<file path="src/rtl/ball_engine.sv">
// Ball motion, collision latching and game-state control.
// All visible state updates once per frame on the vsync rising edge.
module ball_engine #(
  parameter int LEFT_EDGE     = 32,
  parameter int RIGHT_EDGE    = 608,
  parameter int TOP_EDGE      = 32,
  parameter int BOTTOM_EDGE   = 464,
  parameter int BLOCKS_HSTART = 64,
  parameter int BALL_X0       = 320,
  parameter int BALL_Y0       = 400,
  parameter int SPEED         = 2
) (
  input  logic       pxl_clk,
  input  logic       reset_n,
  input  logic [9:0] hcount,
  input  logic [9:0] vcount,
  input  logic       vsync,
  input  logic       drawing_player,
  input  logic [2:0] drawing_block,
  input  logic       serve,
  output logic [9:0] ball_x,
  output logic [9:0] ball_y,
  output logic [7:0] block_status1,
  output logic [7:0] block_status2,
  output logic [7:0] block_status3,
  output logic       lose,
  output logic       win
);

  typedef enum logic [1:0] {
    IDLE,
    PLAY,
    LOST,
    WON
  } state_t;

  localparam logic [9:0] X_MIN   = 10'(LEFT_EDGE + 3);
  localparam logic [9:0] X_MAX   = 10'(RIGHT_EDGE - 3);
  localparam logic [9:0] Y_MIN   = 10'(TOP_EDGE + 3);
  localparam logic [9:0] Y_LOSS  = 10'(BOTTOM_EDGE);
  localparam logic [9:0] BX0     = 10'(BALL_X0);
  localparam logic [9:0] BY0     = 10'(BALL_Y0);
  localparam logic [9:0] STEP    = 10'(SPEED);
  localparam logic [9:0] BLK_OFF = 10'(BLOCKS_HSTART + 1);

  state_t     state, state_nxt;
  logic       vsync_q;
  logic       tick;
  logic [9:0] hcount_d, vcount_d;
  logic       dx_neg, dy_neg;
  logic       hit_paddle;
  logic       blk_hit;
  logic [2:0] blk_row;
  logic [2:0] blk_col;
  logic [9:0] probe_y;
  logic       at_probe;
  logic [2:0] col;
  logic [2:0] blk_sel;
  logic [9:0] bx_n, by_n;
  logic       dx_n, dy_n;
  logic [7:0] s1_n, s2_n, s3_n;
  logic       win_n, lose_n;

  assign tick     = vsync & ~vsync_q;
  assign probe_y  = dy_neg ? ball_y - 10'd4 : ball_y + 10'd4;
  assign at_probe = (hcount_d == ball_x) && (vcount_d == probe_y);
  assign col      = 3'((hcount_d - BLK_OFF) >> 6);

  // Row under the probe, kept only if that block is still alive.
  always_comb begin
    blk_sel = '0;
    case (drawing_block)
      3'b001:  if (block_status1[col]) blk_sel = 3'b001;
      3'b010:  if (block_status2[col]) blk_sel = 3'b010;
      3'b100:  if (block_status3[col]) blk_sel = 3'b100;
      default: blk_sel = '0;
    endcase
  end

  // Scan delay line and vsync history for edge detection.
  always_ff @(posedge pxl_clk or negedge reset_n) begin
    if (!reset_n) begin
      vsync_q  <= 1'b0;
      hcount_d <= '0;
      vcount_d <= '0;
    end else begin
      vsync_q  <= vsync;
      hcount_d <= hcount;
      vcount_d <= vcount;
    end
  end

  // Latch paddle and first live block hit seen during the frame.
  always_ff @(posedge pxl_clk or negedge reset_n) begin
    if (!reset_n) begin
      hit_paddle <= 1'b0;
      blk_hit    <= 1'b0;
      blk_row    <= '0;
      blk_col    <= '0;
    end else if (tick) begin
      hit_paddle <= 1'b0;
      blk_hit    <= 1'b0;
      blk_row    <= '0;
      blk_col    <= '0;
    end else if (at_probe) begin
      if (drawing_player) hit_paddle <= 1'b1;
      if (blk_sel != 3'b000 && !blk_hit) begin
        blk_hit <= 1'b1;
        blk_row <= blk_sel;
        blk_col <= col;
      end
    end
  end

  // Frame-tick game logic: next state, ball, directions, blocks.
  always_comb begin
    state_nxt = state;
    bx_n      = ball_x;
    by_n      = ball_y;
    dx_n      = dx_neg;
    dy_n      = dy_neg;
    s1_n      = block_status1;
    s2_n      = block_status2;
    s3_n      = block_status3;
    win_n     = win;
    lose_n    = lose;
    if (tick) begin
      unique case (state)
        IDLE: if (serve) state_nxt = PLAY;
        PLAY: begin
          if (blk_hit) begin
            if (blk_row[0]) s1_n[blk_col] = 1'b0;
            if (blk_row[1]) s2_n[blk_col] = 1'b0;
            if (blk_row[2]) s3_n[blk_col] = 1'b0;
            dy_n = ~dy_neg;
          end else if (hit_paddle && !dy_neg) begin
            dy_n = 1'b1;
          end
          if (ball_x <= X_MIN) dx_n = 1'b0;
          else if (ball_x >= X_MAX) dx_n = 1'b1;
          if (ball_y <= Y_MIN) dy_n = 1'b0;
          if ({s1_n, s2_n, s3_n} == 24'd0) begin
            state_nxt = WON;
            win_n     = 1'b1;
          end else if (ball_y >= Y_LOSS) begin
            state_nxt = LOST;
            lose_n    = 1'b1;
          end else begin
            bx_n = dx_n ? ball_x - STEP : ball_x + STEP;
            by_n = dy_n ? ball_y - STEP : ball_y + STEP;
          end
        end
        LOST, WON: begin
          if (serve) begin
            state_nxt = IDLE;
            bx_n      = BX0;
            by_n      = BY0;
            dx_n      = 1'b0;
            dy_n      = 1'b1;
            s1_n      = 8'hFF;
            s2_n      = 8'hFF;
            s3_n      = 8'hFF;
            win_n     = 1'b0;
            lose_n    = 1'b0;
          end
        end
      endcase
    end
  end

  // Game state register.
  always_ff @(posedge pxl_clk or negedge reset_n) begin
    if (!reset_n) begin
      state         <= IDLE;
      ball_x        <= BX0;
      ball_y        <= BY0;
      dx_neg        <= 1'b0;
      dy_neg        <= 1'b1;
      block_status1 <= 8'hFF;
      block_status2 <= 8'hFF;
      block_status3 <= 8'hFF;
      win           <= 1'b0;
      lose          <= 1'b0;
    end else begin
      state         <= state_nxt;
      ball_x        <= bx_n;
      ball_y        <= by_n;
      dx_neg        <= dx_n;
      dy_neg        <= dy_n;
      block_status1 <= s1_n;
      block_status2 <= s2_n;
      block_status3 <= s3_n;
      win           <= win_n;
      lose          <= lose_n;
    end
  end

endmodule

</file>
<file path="config.mk">
export PLATFORM = sky130hd
export DESIGN_NAME = ball_engine
export DESIGN_NICKNAME = d
export VERILOG_FILES = /design/src/rtl/ball_engine.sv
export SDC_FILE = /design/constraint.sdc
export NUM_CORES = 1
export LEC_CHECK = 0
export ABC_AREA = 1
export CAP_MARGIN = 20
export CORE_MARGIN = 4
export CORE_UTILIZATION = 50
export CTS_CLUSTER_DIAMETER = 60
export DETAILED_ROUTE_END_ITERATION = 6
export PLACE_DENSITY_LB_ADDON = 0.25
export SETUP_SLACK_MARGIN = 0.02
export SLEW_MARGIN = 20
export SYNTH_ARGS = -nofsm -noshare
export SYNTH_HDL_FRONTEND = slang
export SYNTH_SLANG_ARGS = --single-unit
</file>
<file path="constraint.sdc">
create_clock -name pxl_clk -period 7.13 [get_ports pxl_clk]
set_clock_uncertainty 0.2 [all_clocks]
set_input_delay 1.426 -clock pxl_clk [delete_from_list [all_inputs] [get_ports pxl_clk]]
set_output_delay 1.426 -clock pxl_clk [all_outputs]
set_load 0.005 [all_outputs]
</file>
==> results by stage <==
STA:
- Summed over all failing endpoints, the final setup total negative slack is 0 ns.
- The total count of hold-check failures in the final report is 0.
- Of the available clock period, the critical path in the final layout requires 0.553.
- The total setup violations reported at the end of the flow is 0.
- The final count of pins violating max slew is 0.
- The smallest clock period supported by the final layout is computed as 3.94 ns.
- Headroom to the max-slew limit came out at 0.347.
- Derived from the worst setup path, the maximum achievable clock frequency is 254 MHz.
- Setup repair after global routing left no endpoint under its margin.
- The slew at the pin with the worst max-slew slack is 0.980 ns.

Power:
- The share of total power dissipated in the clock network is 0.133.
- For this design the static power due to leakage is 2.83 nW.
- The design internal power is 1.41 mW.
- The worst vdd rail ir drop is 0.278 mV.
- For this design the total switching power over the nets is 1.16 mW.
- The sequential power share is 0.292.
- The switching fraction of total power is 0.451.
- Of the total power, combinational logic draws 0.575.
- Power spread over the standard cell area amounts to 434 nW/um^2.

Job:
- Max-cap violations in this run came to 0.

Critical path:
- Counting stages on the worst path, the most repeated cell is sky130_fd_sc_hd__inv_1.
- STA puts the critical path data arrival time at 3.99 ns.
- The critical path endpoint category is a flip-flop.
- The reg-to-reg critical path startpoint is dy_neg$_DFFE_PN1P_.
- The maximum fanout along the worst path is 16.
- The critical path data required time is 7.18 ns.
- Counting cells, the worst reg-to-reg path comes to 15.
- The critical path in this run is classified as in -> reg.
- The cell at the slowest stage of the critical path is sky130_fd_sc_hd__a21oi_2.
- The category of the worst setup path launch point is a primary input.
- Traced cell by cell, the critical path runs through clkdlybuf4s50_1, inv_1, nor2_1, inv_1, a21oi_1, inv_1, a21oi_2, inv_1, nor2_1, nand2_1, a21boi_0.
- The terminus of the critical flop-to-flop path is ball_y[7]$_DFFE_PN1P_.
- In this design, the stage delay of the slowest critical-path cell is 0.50 ns.
- The register-to-register path setup slack is 3.90 ns.

Logic synthesis:
- Yosys mapped the design onto 44 distinct sky130hd cell types.
- Of all cell types, the one taking the most synthesized area is sky130_fd_sc_hd__dfrtp_1.
- Counting flops and latches in the post-synthesis netlist gives 77.
- After synthesis the cells add up to 4920 um^2.
- The register area share after synthesis is 0.399.
- The Yosys step of the flow raised 0 warnings.
- Yosys instantiated no cell more often than sky130_fd_sc_hd__nand2_1.
- Counting flops with a built-in enable in the synthesized netlist gives 0.
- The share of synthesized area in the top cell type comes to 0.239.
- By count the netlist is led by sky130_fd_sc_hd__nand2_1, sky130_fd_sc_hd__inv_1, sky130_fd_sc_hd__nand3_1.
- In the synthesized netlist, the number of instances is 657.
- After synthesis, the mean cell area works out to 7.50 um^2.
- In the synthesized netlist the dominant register cell turns out to be sky130_fd_sc_hd__dfrtp_1.
- Sorting the synthesized cells by area gives the leading types as sky130_fd_sc_hd__dfrtp_1, sky130_fd_sc_hd__dfstp_2, sky130_fd_sc_hd__nand2_1, sky130_fd_sc_hd__inv_1, sky130_fd_sc_hd__nand3_1.
- Counting flops with an async set or reset pin after synthesis yields a share of 1.00.

Drt:
- The number of iterations in the first detailed-routing pass is 5.
- The final routed wirelength across all metal layers is 13.0 mm.
- Once detail routing completed, the nets flagged for antenna violations numbered 0.
- The DRC violation count after routing is 0.
- The met3 wirelength from detailed routing is 890 um.
- Dividing the detail-routed via count by the number of cells gives 5.41.
- The wire length on met2 is 6.12 mm.
- The post-route met1 wirelength is 5.70 mm.
- The vias after detailed routing is 4,652.
- In the final routed layout, each cell accounts on average for 15.1 um.
- The violation count after the first detailed-route iteration is 255.
- The uppermost metal layer occupied by signal nets is met4.

Floorplanning:
- The die width is 107 um.
- The placeable core area is 9420 um^2.
- The initialized floorplan defines 35 standard-cell rows.
- The die height is 107 um.
- The die outline area is 11,500 um^2.
- 74 I/O pins were placed.
- The initial cell density of the core is 0.523.

Placement:
- Routability-driven placement finished with a final weighted congestion of 0.963.
- The number of port buffers is 71.
- Detailed placement ended at an HPWL of 9.72 mm.
- The number of cells after detailed placement is 844.

Cells and area:
- The multi-input combinational cells in the finished layout cover a total of 2500 um^2.
- The finished layout holds 860 standard cells, fillers aside.
- The repair_antennas step left the layout with diodes totalling 0.
- Of the cells placed in the final design, the portion with a size suffix greater than 1 is 0.0917.
- The area growth from synthesis to layout is 20.1%.
- The final-stage net count is 777.
- Summing all flip-flop and latch instances after layout gives 1960 um^2.
- The layout has 858 filler cells.

Global route:
- The via count of the first global-routing pass is 4,536.
- Entering global routing, the biggest net connects 78 pins.
- The global routing usage summed across all routing layers is 0.238.
- The first global-routing pass estimated 21.6 mm of wire.
- The initial antenna violation count is 0.
- For this run the aggregate overflow at the end of global routing stands at 0.

Clock tree:
- The clock latency of the later-clocked register in the worst-skew pair is 0.37 ns.
- Clock-pin slew was measured on the worst setup and hold paths at 0.09 ns.
- Counting every sink on the clock net gives 77.
- TritonCTS created 9 clock buffers.
- Counting along the longest clock path gives a buffer depth of 2.
- In this run, post-CTS hold repair placed 0 buffers.
- In this run the number of H-tree levels came out at 3.
- In this run the clock root is driven by a sky130_fd_sc_hd__clkbuf_8.
- The quantity of gates resized following cts is 0.
- Buffers added to address setup during post-CTS repair amount to 0.
- The CTS tree is built.

Min path:
- The number of instances on the worst hold path is 2.
- The class of the tightest hold or removal check is reg -> reg.
- The worst hold path begins at blk_row[0]$_DFFE_PN0P_.
- The path with the worst hold slack has its endpoint at blk_row[0]$_DFFE_PN0P_.

Status:
- The flow ran to the end, and the final reports show no timing, DRC or antenna violations.
[worst max-delay path by stage]
stage,slack [ns],start,endpoint
final,3.19,vsync,state[0]$_DFFE_PN0P_
after CTS,2.72,vsync,state[0]$_DFFE_PN0P_
after detailed placement,2.28,vsync,state[0]$_DFFE_PN0P_
after global placement,2.44,vsync,state[0]$_DFFE_PN0P_
after floorplan,4.23,vsync,state[0]$_DFFE_PN0P_
after global routing,2.84,vsync,state[0]$_DFFE_PN0P_
[through the flow]
stage	power (mW)	utilization	hold slack (ns)	worst slack (ns)	area, um^2
after detailed placement	2.21	0.607	0.288	2.28	5710
after global routing	2.82	0.628	0.328	2.84	5910
after CTS	2.56	0.628	0.307	2.72	5910
final	2.57	0.628	0.303	3.19	5910
after global placement	2.15	0.607	0.287	2.44	5710
after floorplan	1.76	-	0.269	4.23	4930
[cell type report]
type / instances / area share
multi-input combinational: 468 / 0.424
clock inverter: 5 / 0.00994
clock buffer: 11 / 0.0239
tap: 129 / 0.0273
inverter: 98 / 0.0622
timing repair buffer: 72 / 0.121
sequential: 77 / 0.332
[layout by cell type (no fill, tap or decap), types with 10 or more instances in the layout]
master	synthesis	routed
sky130_fd_sc_hd__clkdlybuf4s50_1	0	70
sky130_fd_sc_hd__o21ai_1	17	17
sky130_fd_sc_hd__ha_1	20	20
sky130_fd_sc_hd__clkbuf_8	0	10
sky130_fd_sc_hd__inv_1	96	96
sky130_fd_sc_hd__nand4_1	15	15
sky130_fd_sc_hd__xor2_1	11	11
sky130_fd_sc_hd__nand2_1	148	148
sky130_fd_sc_hd__a21oi_1	31	30
sky130_fd_sc_hd__o21ai_0	34	34
sky130_fd_sc_hd__nand3_1	63	63
sky130_fd_sc_hd__dfrtp_1	47	47
sky130_fd_sc_hd__dfstp_2	30	30
sky130_fd_sc_hd__nor2_1	55	55
[kinds of logic (layout without fill, tap and decap cells)]
group | count (synthesis) | after routing | share of synthesized area
AND/OR/NAND/NOR | 317 | 317 | 0.288
buffers and inverters | 113 | 186 | 0.0940
AO/OA/AOI/OAI | 107 | 107 | 0.122
flip-flops | 77 | 77 | 0.399
adder cells (fa/ha/maj) | 23 | 23 | 0.0630
XOR/XNOR | 19 | 19 | 0.0338
other | 1 | 2 | 0.000761
[layer usage]
| layer | vias to the layer above | GRT usage |
|---|---|---|
| li1 | 2283 | - |
| met1 | 2173 | 0.312 |
| met2 | 171 | 0.385 |
| met3 | 25 | 0.0494 |
| met4 | 0 | 0.0895 |
| met5 | - | 0 |
[flip-flops by register name, indices dropped and copies added (netlist names)]
name and cells:
ball_x 9, ball_y 9, blk_col 3, blk_hit 1, blk_row 3, block_status1 8
block_status2 8, block_status3 8, dx_neg 1, dy_neg 1, hcount_d 10, hit_paddle 1
lose 1, state 2, vcount_d 10, vsync_q 1, win 1
[critical path, delay by kind of cell]
family / cells / cell delay, ns
AO/OA/AOI/OAI: 3 / 0.85
buffers and inverters: 5 / 1.24
AND/OR/NAND/NOR: 3 / 0.46
[power by group through the flow]
stage | Combinational, mW | Clock [mW] | Sequential, mW
floorplan | 1.05 | 0 | 0.705
global placement | 1.40 | 0 | 0.750
detailed placement | 1.46 | 0 | 0.753
CTS | 1.47 | 0.347 | 0.747
global route | 1.68 | 0.370 | 0.769
finish | 1.48 | 0.341 | 0.749
Power figures use the tool's default switching activity.
==> patch 1 (same flow settings) <==
The 4 states of `state_t` get a one-hot encoding in 4 bits.
--- a/src/rtl/ball_engine.sv
+++ b/src/rtl/ball_engine.sv
@@ -28,9 +28,9 @@
 );
 
-  typedef enum logic [1:0] {
-    IDLE,
-    PLAY,
-    LOST,
-    WON
+  typedef enum logic [3:0] {
+    IDLE = 4'b0001,
+    PLAY = 4'b0010,
+    LOST = 4'b0100,
+    WON  = 4'b1000
   } state_t;
 
Formal check against the unedited RTL: no difference found for any inputs over 4 cycles, from zero or initial values and one cycle with reset_n low; so few cycles prove little.
==> patch 1 against the unedited design <==
Critical path depth down 2; global-route usage up 1.8 points; core utilization shrank 1.4 points; area after synthesis up 1.1%; routed wire length increased by 6.4%; sequential cell count increased by 2; final area grew 1.0%; worst setup slack improved by 110 ps; power is 7.4% lower; critical endpoint is now block_status1[2].
==> patch 1: results (changes against the unedited design) <==
- Largest net degree at the start of global routing: 80 (was 78)
- Total Nets Final: 781 (was 777)
- GP Congestion: 0.935 (was 0.963)
- Initial DRC count: 267 (was 255)
- Combinational group share of total power: 54.6% (was 57.5%)
- Hold path endpoint: state[0] (was blk_row[0])
- Reg2Reg Setup Slack: 4070 ps (was 3900 ps)
- Reg-to-reg endpoint: ball_x[7] (was ball_y[7])
- Routed vias: 4735 (was 4652)
- Compound-Gate Fraction of Synth Area: 12.9% (was 12.2%)
- Setup crit end: block_status1[2] (was state[0])
- Clock buffers: 10 (was 11)
- Final worst path period share: 53.7% (was 55.3%)
- Fraction of area in registers: 33.7% (was 33.2%)
- Finished Layout Cells: 868 (was 860)
- Yosys cell types: 39 (was 44)
- Worst min-delay path startpoint: state[0] (was blk_row[0])
- Fraction of area in multi-input gates: 42.5% (was 42.4%)
- Pleak: 2.92 nW (was 2.83 nW)
- Vias in the first global route: 4624 (was 4536)
- Gr usage total: 25.5% (was 23.8%)
- Clock-cell share: 3.31% (was 3.38%)
- Slew @ Worst Pin: 969 ps (was 980 ps)
- Filler cells: 890 (was 858)
- Commonest cells post-synth: 139 x nand2_1, 88 x inv_1, 69 x nor2_1 (was 148 x nand2_1, 96 x inv_1, 63 x nand3_1)
- Fin Hold WS: 297 ps (was 303 ps)
- Inverters, non-clock: 91 (was 98)
- First-pass GRT wire length: 23.1 mm (was 21.6 mm)
- Yosys reg bits: 79 (was 77)
- Crit path DAT: 3910 ps (was 3990 ps)
- Fin util: 61.4% (was 62.8%)
- Slowest CP cell: clkdlybuf4s50_1 (was a21oi_2)
- Critical Path Max Stage Delay: 470 ps (was 500 ps)
- Status: finished clean (unchanged)
patch 1: changes by cell type after synthesis, moves of 5 or more:
cell / delta
a31oi_1: +8
nor2_1: +14
nand3_1: +5
inv_1: -8
o21ai_0: -8
a21oi_1: -6
nand2_1: -9
o21ai_1: +14
patch 1: per-layer routing:
layer	global-route usage, %	share of wire [%]
met3	6.00	6.7
met2	40.6	47
met4	6.22	1.2
met5	0	0
met1	35.3	46
patch 1: worst register-to-register path, stage by stage, from the launching register on:
cell      delay (ps)
dfrtp_1          500
nand3_1          110
o21bai_1         150
a21oi_1           80
o21ai_0          200
nand2_1          130
inv_1            290
ha_1             340
nand2_1           80
inv_1             50
nor2_1           100
o21bai_1         100
nand2_1          100
nand2_1           60
a21oi_1          170
nand2_1           70
nor3b_1          130
nand2_1           80
nand2_1           40
==> patch 2 (same settings) <==
Made on the original files. The parameter `LEFT_EDGE` goes from 32 to 31.
--- a/src/rtl/ball_engine.sv
+++ b/src/rtl/ball_engine.sv
@@ -2,5 +2,5 @@
 // All visible state updates once per frame on the vsync rising edge.
 module ball_engine #(
-  parameter int LEFT_EDGE     = 32,
+  parameter int LEFT_EDGE     = 31,
   parameter int RIGHT_EDGE    = 608,
   parameter int TOP_EDGE      = 32,
Check against the original RTL: same outputs for any inputs over 4 cycles, from zero or initial values and one cycle with reset_n low; that may be too few to reach the edited logic, so the function may still have changed.
==> patch 2 against the unedited design <==
Final area up 0.19%; routed wire length down 3.3%; power down 14%; area after synthesis down 0.41%; combinational power down 24%; hold slack better by 10 ps; sequential cell count unchanged; worst setup slack better by 240 ps; critical endpoint unchanged.
==> patch 2: results (changes against the unedited design) <==
- Initial DRC count: 317 (was 255)
- Share of layout cells above drive strength 1: 7.98% (was 9.17%)
- Setup Fix Bufs, Post-CTS: 0 (unchanged)
- TritonCTS Buffers: 9 (unchanged)
- Post-synth top flop: dfrtp_1 (unchanged)
- Pre-CTS setup slack: 3050 ps (was 2280 ps)
- Gr usage total: 22.6% (was 23.8%)
- Crit-path max FO: 16 (unchanged)
- Status: finished clean (unchanged)
- Biggest regs: hcount_d x10, vcount_d x10 (unchanged)
- Pleak: 2.79 nW (was 2.83 nW)
- Number of gates resized after cts: 0 (unchanged)
- H-Tree Depth: 3 (unchanged)
- Seq/Total Area, Yosys: 40.1% (was 39.9%)
- Slew headroom: 37.0% (was 34.7%)
- Reg2Reg Setup Slack: 3840 ps (was 3900 ps)
- Routed vias: 4685 (was 4652)
- Synth async-reset ratio: 100% (unchanged)
- Initial antenna violation count: 0 (unchanged)
- Worst Hold Class: reg -> reg (unchanged)
- Filler cells: 806 (was 858)
- Total Nets Final: 773 (was 777)
- Gr ovfl total: 0 (unchanged)
- Clk Latency, worst-skew pair: 370 ps (about the same)
- Final worst path period share: 51.9% (was 55.3%)
- First-pass GRT wire length: 20.8 mm (was 21.6 mm)
- Peak VDD IR: 0.279 mV (was 0.278 mV)
- Root Buffer: clkbuf_8 (unchanged)
- Vias in the first global route: 4493 (was 4536)
- Clock slew at reported path FFs: 90 ps (about the same)
- Port bufs: 71 (unchanged)
- GP Congestion: 0.961 (was 0.963)
- Fin Hold WS: 313 ps (was 303 ps)
- Finished Layout Cells: 856 (was 860)
- Max Slew Vio Count: 0 (unchanged)
- DP Wirelength: 9.29 mm (was 9.72 mm)
- Placed insts: 840 (was 844)
- Synthesis Warnings: 0 (unchanged)
- Area contributors post-synth: dfrtp_1 24%, dfstp_2 16%, nand2_1 11%, inv_1 7.2%, nand3_1 6.7% (was dfrtp_1 24%, dfstp_2 16%, nand2_1 11%, inv_1 7.3%, nand3_1 6.4%)
- Maximum clock path buffer count: 2 (unchanged)
- Largest net degree at the start of global routing: 78 (unchanged)
- Crit path DAT: 3750 ps (was 3990 ps)
- Yosys cell types: 38 (was 44)
- Inserted Diodes: 0 (unchanged)
- Routed WL: 12.6 mm (was 13.0 mm)
- Commonest cells post-synth: 146 x nand2_1, 94 x inv_1, 66 x nand3_1 (was 148 x nand2_1, 96 x inv_1, 63 x nand3_1)
- Cells after synthesis: 653 (was 657)
- First-pass DRT Iterations: 5 (unchanged)
## patch 2: cell types whose count changed in the layout (fill, tap and decap cells not counted), moves of 3 or more
cell,change
nand3_1,+3
nor2_1,-6
nor2_2,-3
nand4_1,+3
o21a_1,-3
nor3_1,+3
o21ai_1,-12
o21ai_0,+18
## patch 2: stage by stage
step,total power [mW],utilization (%),instance area (um^2)
after floorplan,1.46,-,4910
after global placement,1.80,60.6,5700
after detailed placement,1.84,60.6,5700
after CTS,2.22,62.9,5930
after global routing,2.42,62.9,5930
final,2.22,62.9,5930
## patch 2: final timing paths
check,start,endpoint,depth (start not counted)
min,block_status2[5],block_status2[5],2
max in group asynchronous,reset_n,vcount_d[7],1
min in group asynchronous,reset_n,hcount_d[3],1
max reg2reg,dy_neg,ball_y[7],10
min reg2reg,block_status2[5],block_status2[5],2
max,vsync,state[0],9
## patch 2: cells by family after synthesis
| family | count (synthesis) | synth area share [%] |
|---|---|---|
| compound gates | 114 | 13.0 |
| xor+xnor | 18 | 3.21 |
| fa+ha+maj | 23 | 6.33 |
| buf+inv | 109 | 8.90 |
| flops | 77 | 40.1 |
| other cells | 1 | 0.0765 |
| simple gates | 311 | 28.5 |
## patch 2: where the power goes
| group | switching [mW] | leakage, nW | internal, mW |
|---|---|---|---|
| Combinational | 0.612 | 1.77 | 0.504 |
| Clock | 0.169 | 0.112 | 0.206 |
| Sequential | 0.152 | 0.906 | 0.576 |
## patch 2: layout make-up
class	count	area (um^2)	area share [%]
inverters	94	353	5.95
flip-flops and latches	77	1960	33.2
multi-input cells	468	2510	42.3
clock inverters	6	86.3	1.46
well taps	129	161	2.72
clock buffers	10	138	2.32
repair buffers	72	716	12.1
## patch 2: per-layer routing
metal / up-vias / share of wire [%] / GRT usage (%) / wire length, um
li1: 2299 / - / - / -
met1: 2170 / 43 / 28.2 / 5400
met2: 189 / 48 / 37.7 / 6010
met3: 27 / 7.0 / 5.24 / 882
met4: 0 / 2.1 / 8.86 / 264
met5: - / 0 / 0 / 0
## patch 2: worst max-delay path, stage by stage
cell	delay (ps)
clkdlybuf4s50_1	470
inv_1	40
nor2_1	190
inv_1	260
nor2_1	260
nand2_1	320
inv_1	470
nand3b_1	160
a21boi_0	150
